`config.mk`:
```
export PLATFORM = sky130hd
export DESIGN_NAME = slavefifo_pkt_gen
export DESIGN_NICKNAME = d
export VERILOG_FILES = /design/src/rtl/slavefifo_pkg.sv /design/src/rtl/slavefifo_data_gen.sv /design/src/rtl/slavefifo_pkt_gen.sv
export SDC_FILE = /design/constraint.sdc
export NUM_CORES = 1
export LEC_CHECK = 0
export ABC_AREA = 1
export BUFFER_PORTS_ARGS = -buffer_cell sky130_fd_sc_hd__buf_2
export CAP_MARGIN = 20
export CORE_MARGIN = 5
export CORE_UTILIZATION = 57
export DETAILED_ROUTE_END_ITERATION = 12
export PLACE_DENSITY = 0.84
export SYNTH_ARGS = -nofsm -noshare
export SYNTH_HDL_FRONTEND = slang
export SYNTH_SLANG_ARGS = --single-unit
```
`constraint.sdc`:
```
create_clock -name clk_100 -period 2.3 [get_ports clk_100]
set_input_delay 0.345 -clock clk_100 [delete_from_list [all_inputs] [get_ports clk_100]]
set_output_delay 0.345 -clock clk_100 [all_outputs]
set_load 0.01 [all_outputs]
```
`src/rtl/slavefifo_pkg.sv`:
```
// Shared definitions for the FX3 slave-FIFO generators: the common state
// encoding and the default parameter values.
package slavefifo_pkg;

  typedef enum logic [2:0] {
    ST_IDLE,
    ST_WAIT_FLAG,
    ST_WRITE,
    ST_ZLP,
    ST_GAP
  } slavefifo_state_e;

  localparam int DEF_DATA_W     = 32;
  localparam int DEF_LEN_W      = 11;
  localparam int DEF_BUF_WORDS  = 1024;
  localparam int DEF_GAP_CYCLES = 16;

endpackage

```
`src/rtl/slavefifo_data_gen.sv`:
```
// Incrementing data-pattern counter for the slave-FIFO generators.
// Synchronous clear has priority over the increment.
module slavefifo_data_gen #(
  parameter int DATA_W = 32
) (
  input  logic              clk_100,
  input  logic              reset,
  input  logic              clear,
  input  logic              incr,
  output logic [DATA_W-1:0] data
);

  // NOTE: sequential state is assigned with <= so every register samples
  // pre-edge values, independent of block ordering.
  always_ff @(posedge clk_100) begin
    if (reset || clear) begin
      data <= '0;
    end else if (incr) begin
      data <= data + DATA_W'(1);
    end
  end

endmodule

```
`src/rtl/slavefifo_pkt_gen.sv`:
```
// FX3 slave-FIFO packet generator: writes packets of selectable length,
// terminates short packets with pktend_, optionally follows full packets with a ZLP.
module slavefifo_pkt_gen
  import slavefifo_pkg::*;
#(
  parameter int DATA_W     = DEF_DATA_W,
  parameter int LEN_W      = DEF_LEN_W,
  parameter int BUF_WORDS  = DEF_BUF_WORDS,
  parameter int GAP_CYCLES = DEF_GAP_CYCLES
) (
  input  logic              clk_100,
  input  logic              reset,
  input  logic              enable,
  input  logic [LEN_W-1:0]  pkt_len,
  input  logic              append_zlp,
  input  logic              flaga_d,
  input  logic              flagb_d,
  output logic              slwr_,
  output logic              pktend_,
  output logic [DATA_W-1:0] data_out,
  output logic [15:0]       pkt_count,
  output logic              busy
);

  localparam int GAP_W = $clog2(GAP_CYCLES + 1);
  localparam logic [LEN_W-1:0] FULL_LEN = LEN_W'(BUF_WORDS);

  slavefifo_state_e state, state_nxt;

  logic [LEN_W-1:0] len_q;
  logic             zlp_q;
  logic [LEN_W-1:0] word_cnt;
  logic [GAP_W-1:0] gap_cnt;

  logic             start;
  logic             write_en;
  logic             last_word;
  logic             full_pkt;
  logic             zlp_fire;
  logic             gap_done;
  logic [LEN_W-1:0] len_clamped;

  assign start       = enable && flaga_d;
  assign len_clamped = (pkt_len > FULL_LEN) ? FULL_LEN : pkt_len;
  assign full_pkt    = (len_q == FULL_LEN);

  // Strobes decode straight from state and flagb_d so a stall costs no cycle.
  assign write_en  = (state == ST_WRITE) && flagb_d;
  assign last_word = write_en && (word_cnt == len_q - LEN_W'(1));
  assign zlp_fire  = (state == ST_ZLP) && flagb_d;
  assign gap_done  = (gap_cnt == GAP_W'(GAP_CYCLES - 1));

  assign slwr_   = !write_en;
  assign pktend_ = !((last_word && !full_pkt) || zlp_fire);
  assign busy    = (state != ST_IDLE);

  // NOTE: every output of this block gets a default first, so no path can
  // leave state_nxt unassigned and infer a latch.
  always_comb begin
    state_nxt = state;
    case (state)
      ST_IDLE:      if (start) state_nxt = ST_WAIT_FLAG;
      ST_WAIT_FLAG: if (flagb_d) state_nxt = (len_q == '0) ? ST_ZLP : ST_WRITE;
      ST_WRITE: begin
        if (last_word) begin
          state_nxt = (full_pkt && zlp_q) ? ST_ZLP : ST_GAP;
        end
      end
      ST_ZLP:       if (flagb_d) state_nxt = ST_GAP;
      ST_GAP:       if (gap_done) state_nxt = ST_IDLE;
      default:      state_nxt = ST_IDLE;
    endcase
    if (!enable) state_nxt = ST_IDLE;
  end

  always_ff @(posedge clk_100) begin
    if (reset) begin
      state     <= ST_IDLE;
      len_q     <= '0;
      zlp_q     <= 1'b0;
      word_cnt  <= '0;
      gap_cnt   <= '0;
      pkt_count <= '0;
    end else begin
      state <= state_nxt;

      if (state == ST_IDLE && start) begin
        len_q    <= len_clamped;
        zlp_q    <= append_zlp;
        word_cnt <= '0;
      end else if (write_en) begin
        word_cnt <= word_cnt + LEN_W'(1);
      end

      gap_cnt <= (state == ST_GAP) ? gap_cnt + GAP_W'(1) : '0;

      if (last_word || zlp_fire) begin
        pkt_count <= pkt_count + 16'd1;
      end
    end
  end

  slavefifo_data_gen #(
    .DATA_W (DATA_W)
  ) u_data_gen (
    .clk_100 (clk_100),
    .reset   (reset),
    .clear   (!enable),
    .incr    (write_en),
    .data    (data_out)
  );

endmodule

```
==> summary.txt, run 1 <==
Die
  • Die ar.: a little under 10000 sq um
  • Initial Utilization: between 50% and 60%
  • Die height: around 98 um
  • Num rows: 32
  • Die span in x: a little under 100 um
  • I/O Pins: between 60 and 70
  • Core ar.: roughly 7600 sq um

Synthesis
  • Syn Inst Count: about 650
  • Largest family of logic cells by synthesized area: simple AND/OR/NAND/NOR gates
  • Synth top area cells: dfxtp_1 36%, nand2_1 12%, inv_1 6.8%, nor2_1 6.3%, nand3_1 5.9%
  • Mux contribution to synthesized area: 0%
  • Post-synthesis compound-gate area fraction: a little over a tenth
  • Syn_nets: roughly 680
  • Register area share after synthesis: between 30% and 40%
  • Synthesized cell area: between 4000 and 5000 sq um
  • Adder-cell share of the synthesized area: around 2.0%
  • Yosys warns: 0
  • Mean post-synth cell area: 6.82 sq um
  • Share of the synthesized area in the top cell type: between 30 and 40%
  • Synth area leader: dfxtp_1
  • Post-Synth Simple-Gate Area: a little over a third
  • Xor and xnor fraction of the mapped netlist area: under 10%
  • Synth cell types: 38
  • #FFs+latches synth: 79

Setup path
  • CP Class: reg2out
  • Worst Path Buf+Inv: 3
  • Most frequent CP cell: nand2_1
  • CP Launch Type: flop
  • CP peak stage delay: around 0.36 ns
  • Critical-path maximum fanout: 6
  • Crit. End Element: primary output
  • Critical R2R Launch: len_q[0]
  • R2r setup slk: about 0.28 ns
  • WP data required: between 1.5 and 2 ns
  • R2R Path End: pkt_count[2]
  • R2R cell count: 18
  • Slowest CP cell: dfxtp_2
  • Worst path top cell family by delay: simple AND/OR/NAND/NOR gates
  • Crit path cell chain: inv_4, ha_4, inv_1, nand2_1, nand2_1, nand2_1, nor2_1, nand2_1, nor2_1, nand2_1, nor2_2, nand3_2, nand2_2, nand2_2, buf_2
  • WP data arrival: 1.93 ns

Finish
  • Synthesis-to-layout area growth: 15.5%
  • N_diodes: 0
  • Share of cells above drive strength 1: between 20% and 30%
  • Multi-input gate area: between 2000 and 3000 sq um
  • Fin area: 5130 sq um
  • Nets@finish: 749
  • Most frequent cells in the layout: 138 x nand2_1, 78 x inv_1, 78 x dfxtp_1
  • Core Util, Final: approximately 67%
  • Register area: ~1600 sq um
  • Most common cell after layout, fill and taps aside: nand2_1
  • Layout fillers: between 600 and 700

Timing
  • Final period utilization: just under 100%
  • Slew @ Worst Pin: slightly below 0.5 ns
  • Final Max Tran Viols: 0
  • Setup_tns: 0 ns
  • Max Freq: 440 MHz
  • Final Hold Viols: 0
  • Post-route minimum period: 2.27 ns
  • Hold_ws: about 0.23 ns
  • Clock skew: around 0.008 ns
  • Worst slew margin: 67.1%
  • RSZ-0062 raised after global routing: true
  • Final setup viols: 0

Min path
  • HP Start: append_zlp
  • Hold Crit Endpoint: zlp_q
  • Hold/Removal Path Class: in2reg
  • Worst Hold Path Cells: 2

Run
  • Max cap viols: 0

Power
  • Maximum vdd drop: ~350 uV
  • Leakage: around 0.0021 uW
  • PwrDens: 519 nW/um^2

Detailed routing
  • Via density: roughly 5.3
  • Final wirelength: 10700 um
  • Average wire per standard cell: roughly 13 um
  • # DRC: 0
  • DR pass1 iterations: 5
  • Iter 0 DRT Violations: about 200
  • Via count: ~4400
  • Antenna Nets Post-Route: 0

Place
  • Final GP Congestion: ~0.94
  • HPWL after DPL: around 8000 um
  • Dpl cell area: 4890 sq um
  • IO buf count: 67

Global route
  • Initial antenna violation count: 0
  • Gr ovfl total: 0
  • Vias in the first global route: 4172
  • Global-route wire length before repair: 18100 um
  • Tot GR Track Use: about 22%
  • Largest net degree at the start of global routing: 21

CTS
  • # clock sinks: 79
  • Clock Tree Root: clkbuf_8
  • CTS Buf Count: 9
  • Clock H-tree levels: 3
  • CTS tree: built
  • CTS Buffer Depth: 2
  • Clock slew at reported path FFs: about 0.080 ns
  • Worst-skew pair later-pin latency: about 0.35 ns

Run status
  • Status: completed
[report_power, final]
part / leakage (uW) / switching (uW) / total, uW / internal, uW
clock: 0.0000870 / 514 / 941 / 427
combinational: 0.00140 / 201 / 311 / 110
sequential: 0.000638 / 23.6 / 1410 / 1380
total: 0.00212 / 739 / 2660 / 1920
[flip-flops by register name (all words and copies together) (netlist names)]
name             flops
u_data_gen.data     32
pkt_count           16
len_q               11
word_cnt            11
gap_cnt              5
state                3
zlp_q                1
[synth_stat cells, drive strengths merged]
| library cell | n |
|---|---|
| ha | 7 |
| a211oi | 1 |
| a22o | 1 |
| or2 | 1 |
| nand2 | 151 |
| nor2 | 85 |
| clkbuf | 6 |
| o41ai | 2 |
| o21a | 2 |
| inv | 88 |
| nand4 | 13 |
| o211ai | 1 |
| nor3 | 30 |
| a2111oi | 1 |
| a21oi | 46 |
| nor3b | 5 |
| buf | 7 |
| nand3b | 3 |
| nor4 | 4 |
| xor2 | 17 |
| clkinv | 1 |
| dfxtp | 79 |
| xnor2 | 14 |
| o22ai | 5 |
| o21ai | 24 |
| nand3 | 57 |
[per-stage QoR]
| stage | worst slack (ns) | cells | total power [uW] |
|---|---|---|---|
| floorplan | 0.298 | 651 | 1650 |
| global placement | 0.291 | 814 | 1720 |
| detailed placement | 0.193 | 814 | 1730 |
| CTS | 0.0194 | 832 | 2680 |
| global route | -0.124 | 832 | 2810 |
| finish | 0.0259 | 832 | 2660 |
[area by class of cell]
class | instances | area share, %
clock inverter | 4 | 0.585
multi-input combinational | 470 | 48.8
tap | 102 | 2.49
timing repair buffer | 76 | 7.85
inverter | 89 | 6.56
clock buffer | 12 | 2.83
sequential | 79 | 30.9
[metal layers]
layer | share of wire [%] | up-vias | track usage (%)
li1 | - | 2257 | -
met3 | 5.4 | 18 | 5.43
met1 | 44 | 2026 | 27.3
met5 | 0 | - | 0
met4 | 1.3 | 0 | 7.14
met2 | 50 | 125 | 38.4
[worst max path at each step]
stage | from | to | slack, ns | depth (start not counted)
6_report | len_q[0] | pktend_ | 0.03 | 15
3_3_place_gp | len_q[0] | pktend_ | 0.29 | 15
3_5_place_dp | len_q[0] | state[2] | 0.19 | 17
4_1_cts | len_q[0] | pktend_ | 0.02 | 15
5_1_grt | len_q[0] | pktend_ | -0.12 | 12
2_1_floorplan | len_q[0] | pktend_ | 0.30 | 15
[kinds of logic (layout without fill, tap and decap cells)]
logic type                 count (synthesis)  after routing
xor gates and xnor gates                  31             31
adders and majority gates                  7              7
AOI/OAI and AO/OA                         83             83
and+or+nand+nor                          349            349
DFF                                       79             79
buffers and inverters                    102            181
[repair_timing]
item,CTS,global route
hold buffers,0,0
setup buffers,2,0
hold endpoints to repair,0,0
pin swaps,1,0
gates resized for setup,7,6
endpoints found under the setup margin,1,1
No activity file was read; power rests on OpenSTA's default activity.
==> run 2: changes to the inputs <==
Settings changed: CORE_UTILIZATION 57 to 52, PLACE_DENSITY 0.84 to 0.81.
Clock period 2.3 ns to 1.9 ns, I/O delays scaled along.
==> summary.txt, run 2 (synthesis results as in run 1) <==
Run status
  • Status: finished with violations
  • Failing checks: setup timing

Die
  • Die ar.: between 10000 and 15000 sq um
  • I/O Pins: between 60 and 70
  • Die span in x: around 100 um
  • Initial Utilization: 53.8%
  • Num rows: 33
  • Core ar.: a little over 8000 sq um
  • Die height: 102 um

Setup path
  • WP data required: roughly 2.1 ns
  • CP Launch Type: flop
  • CP Class: reg2reg
  • Critical-path maximum fanout: 5
  • Crit. End Element: flop
  • Worst Path Buf+Inv: 8
  • WP data arrival: 2.51 ns
  • Slowest CP cell: dfxtp_4
  • Crit path cell chain: buf_6, buf_4, nand2_2, inv_2, nor2_2, nand2_1, nor2_1, nand2_1, nor2_1, nand2_1, nor2_2, nand3_2, buf_4, buf_6, buf_6, buf_6, nand2_4, nand3b_1, nand2_1, inv_1
  • CP peak stage delay: 0.37 ns
  • Worst path top cell family by delay: simple AND/OR/NAND/NOR gates

CTS
  • Clock Tree Root: clkbuf_8
  • Clock H-tree levels: 3
  • Hold-fix buffer count after cts: 0
  • # clock sinks: 79
  • CTS tree: built
  • Clock slew at reported path FFs: about 0.080 ns
  • CTS Buf Count: 9
  • CTS Buffer Depth: 2
  • Worst-skew pair later-pin latency: between 0.3 and 0.4 ns

Finish
  • N_diodes: 0
  • Biggest register: u_data_gen.data
  • Layout fillers: between 600 and 700
  • Share of cells above drive strength 1: about a quarter
  • Post-route insts no fill: roughly 860
  • Most common cell after layout, fill and taps aside: nand2_1
  • Multi-input gate area: 2580 sq um
  • Top Registers: u_data_gen.data: 32 flops, pkt_count: 16 flops
  • Register area: 1590 sq um
  • Most frequent cells in the layout: 134 x nand2_1, 76 x dfxtp_1, 75 x inv_1
  • Synthesis-to-layout area growth: 25.2%
  • Nets@finish: just under 800
  • Largest register FFs: 32

Power
  • P_int: around 2500 uW
  • Combinational share of power: about an eighth
  • Final Power: approximately 3400 uW
  • PwrDens: 615 nW/um^2
  • Reg power frac: around half
  • Leakage: about 0.0023 uW
  • Clock power frac: roughly 38%
  • Switching power: between 900 and 1000 uW
  • Net Sw Frac: between 20% and 30%
  • Maximum vdd drop: between 400 and 500 uV

Global route
  • Initial antenna violation count: 0
  • Global-route wire length before repair: slightly below 20000 um
  • Gr ovfl total: 0
  • Tot GR Track Use: between 20% and 30%
  • Vias in the first global route: ~4400
  • Largest net degree at the start of global routing: 21

Timing
  • RSZ-0062 raised after global routing: true
  • Clock skew: around 0.0074 ns
  • Final setup viols: 21
  • Max Freq: around 440 MHz
  • Final Max Tran Viols: 0
  • Final Hold Viols: 0
  • Hold_ws: approximately 0.16 ns
  • Post-route minimum period: approximately 2.3 ns
  • Slew @ Worst Pin: 0.633 ns
  • PnR worst setup slack: -0.368 ns
  • Worst slew margin: a little under three fifths
  • Final period utilization: 119%

Place
  • HPWL after DPL: roughly 8200 um
  • Placed Cells: 832
  • IO buf count: 67
  • Final GP Congestion: roughly 0.9
  • Post-Place Setup Slack: -0.117 ns

Detailed routing
  • Average wire per standard cell: ~14 um
  • Iter 0 DRT Violations: 168
  • Via count: around 4600
  • # DRC: 0
  • Antenna Nets Post-Route: 0
  • DR pass1 iterations: 5
  • Final wirelength: between 10000 and 15000 um
  • Via density: ~5.3

Run
  • Max cap viols: 0

Min path
  • Hold/Removal Path Class: in2reg
[run 2: cell types whose count changed in the layout (fill, tap and decap cells not counted), sizes merged]
| cell | before | now |
|---|---|---|
| clkbuf | 12 | 11 |
| buf | 76 | 105 |
| bufinv | 0 | 1 |
| inv | 89 | 88 |
| clkinv | 3 | 4 |
[run 2: area by class of cell]
| class | count | share of cell area [%] |
|---|---|---|
| Inverter | 89 | 6.14 |
| Clock inverter | 5 | 1.01 |
| Tap cell | 105 | 2.36 |
| Sequential cell | 79 | 28.5 |
| Clock buffer | 11 | 2.72 |
| Timing Repair Buffer | 105 | 12.8 |
| Multi-Input combinational cell | 470 | 46.5 |
[run 2: power by group through the flow]
stage                     Combinational [uW]  Sequential (uW)  Clock [uW]
after floorplan                          263             1740           0
after global placement                   365             1740           0
after detailed placement                 376             1740           0
after CTS                                395             1700        1330
after global routing                     475             1700        1420
final                                    423             1700        1300
[run 2: routing by layer]
metal	part of all wire, %	vias up	wire [um]	track usage (%)
li1	-	2317	-	-
met1	42	2120	4950	28.4
met2	50	149	5910	39.8
met3	5.9	21	700	3.62
met4	1.9	0	219	8.38
met5	0	-	0	0
[run 2: path summary, 6_finish.rpt]
| kind | end | from | depth (start not counted) | slack [ns] |
|---|---|---|---|---|
| worst min register to register | gap_cnt[0] | gap_cnt[0] | 1 | 0.45 |
| worst max-delay path | state[1] | len_q[0] | 20 | -0.37 |
| worst max register to register | state[1] | len_q[0] | 20 | -0.37 |
| worst min-delay path | zlp_q | append_zlp | 2 | 0.16 |
[run 2: through the flow]
stage | setup TNS, ns | util, % | cell area (sq um)
2_1_floorplan | 0 | - | 4450
3_3_place_gp | -0.128 | 60.8 | 5020
3_5_place_dp | -0.875 | 60.8 | 5020
4_1_cts | -2.34 | 66.1 | 5460
5_1_grt | -6.77 | 67.4 | 5560
6_report | -4.19 | 67.4 | 5560
[run 2: timing repair]
action | in CTS | in global routing
setup buffers | 6 | 9
gates cloned | 3 | 0
resized for setup | 25 | 24
hold endpoints to repair | 0 | 0
setup endpoints to repair | 20 | 25
pin swaps | 7 | 12
==> run 3: changes to the inputs <==
Settings changed: GPL_TIMING_DRIVEN set to 0.
==> summary.txt, run 3 (synthesis results as in run 1) <==
Run status
  • Status: finished with violations
  • Failing checks: setup timing

Power
  • Maximum vdd drop: between 300 and 400 uV
  • P_int: between 2000 and 2500 uW
  • Clock power frac: between 30% and 40%
  • Leakage: approximately 0.0022 uW
  • Net Sw Frac: a little over a quarter
  • Combinational share of power: a little under an eighth
  • Switching power: between 900 and 1000 uW
  • Final Power: approximately 3400 uW
  • Reg power frac: about half
  • PwrDens: ~620 nW/um^2

Timing
  • Final period utilization: 122%
  • Post-route minimum period: about 2.3 ns
  • PnR worst setup slack: -0.424 ns
  • Clock skew: around 0.0066 ns
  • RSZ-0062 raised after global routing: true
  • Max Freq: ~430 MHz
  • Final Max Tran Viols: 0
  • Final Hold Viols: 0
  • Slew @ Worst Pin: around 0.70 ns
  • Final setup viols: 17
  • Worst slew margin: a little over half

Setup path
  • R2R Path End: pkt_count[15]
  • R2r setup slk: -0.12 ns
  • WP data arrival: a little over 2 ns
  • Crit. End Element: primary output
  • CP Launch Type: flop
  • Critical-path maximum fanout: 3
  • Worst Setup EP: pktend_
  • Critical R2R Launch: len_q[1]
  • CP Class: reg2out
  • Slowest CP cell: dfxtp_2
  • WP data required: around 1.6 ns
  • Worst setup path start: len_q[1]
  • Crit path cell chain: inv_4, ha_4, inv_1, nand2_1, nand2_1, nand2_1, nand2_1, nand2_1, nor2_1, nand2_1, nor2_2, nand3_2, nand2_4, buf_12, nand2_2, buf_6
  • Levels on crit path: 16
  • Worst path top cell family by delay: simple AND/OR/NAND/NOR gates
  • CP peak stage delay: between 0.3 and 0.4 ns
  • Worst Path Buf+Inv: 4
  • R2R cell count: 17
  • Most frequent CP cell: nand2_1

Detailed routing
  • Average wire per standard cell: about 13 um
  • # DRC: 0
  • Via count: roughly 4500
  • Antenna Nets Post-Route: 0
  • DR pass1 iterations: 5
  • Final wirelength: 11300 um
  • Iter 0 DRT Violations: roughly 170
  • Via density: ~5.3

Min path
  • HP Start: append_zlp
  • Hold/Removal Path Class: in2reg
  • Worst Hold Path Cells: 2

Die
  • Die ar.: about 10000 sq um
  • Core ar.: between 8000 and 9000 sq um
  • I/O Pins: just under 70
  • Initial Utilization: between 50% and 60%
  • Die span in x: just over 100 um
  • Die height: 102 um
  • Num rows: 33

CTS
  • Hold-fix buffer count after cts: 0
  • CTS Buffer Depth: 2
  • Worst-skew pair later-pin latency: approximately 0.36 ns
  • Clock Tree Root: clkbuf_8
  • # clock sinks: 79
  • Clock slew at reported path FFs: around 0.08 ns
  • Clock H-tree levels: 3
  • CTS tree: built
  • CTS Buf Count: 9

Finish
  • Synthesis-to-layout area growth: 22.8%
  • Nets@finish: a little under 800
  • Biggest register: u_data_gen.data
  • N_diodes: 0
  • Largest register FFs: 32
  • Top Registers: u_data_gen.data: 32 flops, pkt_count: 16 flops
  • Share of cells above drive strength 1: between 20% and 30%
  • Most frequent cells in the layout: 134 x nand2_1, 78 x inv_1, 73 x dfxtp_1
  • Most common cell after layout, fill and taps aside: nand2_1

Place
  • HPWL after DPL: 8340 um
  • Post-Place Setup Slack: -0.335 ns
  • IO buf count: 67
  • Final GP Congestion: roughly 0.9

Global route
  • Gr ovfl total: 0
  • Vias in the first global route: 4336
  • Largest net degree at the start of global routing: 20
  • Initial antenna violation count: 0
  • Tot GR Track Use: between 20% and 30%
  • Global-route wire length before repair: 19100 um

Run
  • Max cap viols: 0
## run 3: cell types whose count changed in the layout (fill, tap and decap cells not counted), moves of 5 or more
cell,previous run,this run
clkbuf_1,0,6
nand3_2,8,1
nand3_1,47,52
buf_4,28,15
## run 3: what timing repair did
action / CTS / global route
pin swaps: 5 / 5
setup endpoints to repair: 22 / 43
cloned: 1 / 0
resized for setup: 30 / 32
setup buffers: 10 / 11
## run 3: final cells by class
cell class	count	area, sq um
Timing Repair Buffer	84	477
Clock buffer	11	141
Sequential cell	79	1590
Clock inverter	5	56.3
Tap cell	105	131
Fill cell	691	2810
Multi-Input combinational cell	470	2630
Buffer	12	86.3
Inverter	89	339
## run 3: how the worst min path moves through the flow
| stage | end | slack (ns) |
|---|---|---|
| 4_1_cts | zlp_q | 0.14 |
| 6_report | zlp_q | 0.15 |
| 3_5_place_dp | gap_cnt[0] | 0.45 |
| 5_1_grt | zlp_q | 0.14 |
| 3_3_place_gp | gap_cnt[0] | 0.43 |
| 2_1_floorplan | len_q[9] | 0.39 |
## run 3: power by group through the flow
stage	logic, uW	clock network (uW)	registers (uW)
after floorplan	263	0	1740
after global placement	347	0	1740
after detailed placement	360	0	1740
after CTS	384	1320	1700
after global routing	452	1400	1710
final	399	1280	1710
## run 3: layer usage
metal	wire length, um	vias up	track usage, %
met1	4850	2080	26.9
li1	-	2294	-
met2	5660	146	40.0
met3	714	14	5.26
met5	0	-	0
met4	104	0	6.86
## run 3: through the flow
step	util, %	instance area [sq um]	instances	TNS (ns)	hold WS (ns)
2_1_floorplan	-	4450	651	0	0.387
3_3_place_gp	59.5	4910	823	-0.859	0.431
3_5_place_dp	59.5	4910	823	-1.83	0.448
4_1_cts	64.3	5310	849	-3.16	0.141
5_1_grt	66.0	5450	855	-6.04	0.137
6_report	66.0	5450	855	-1.90	0.146
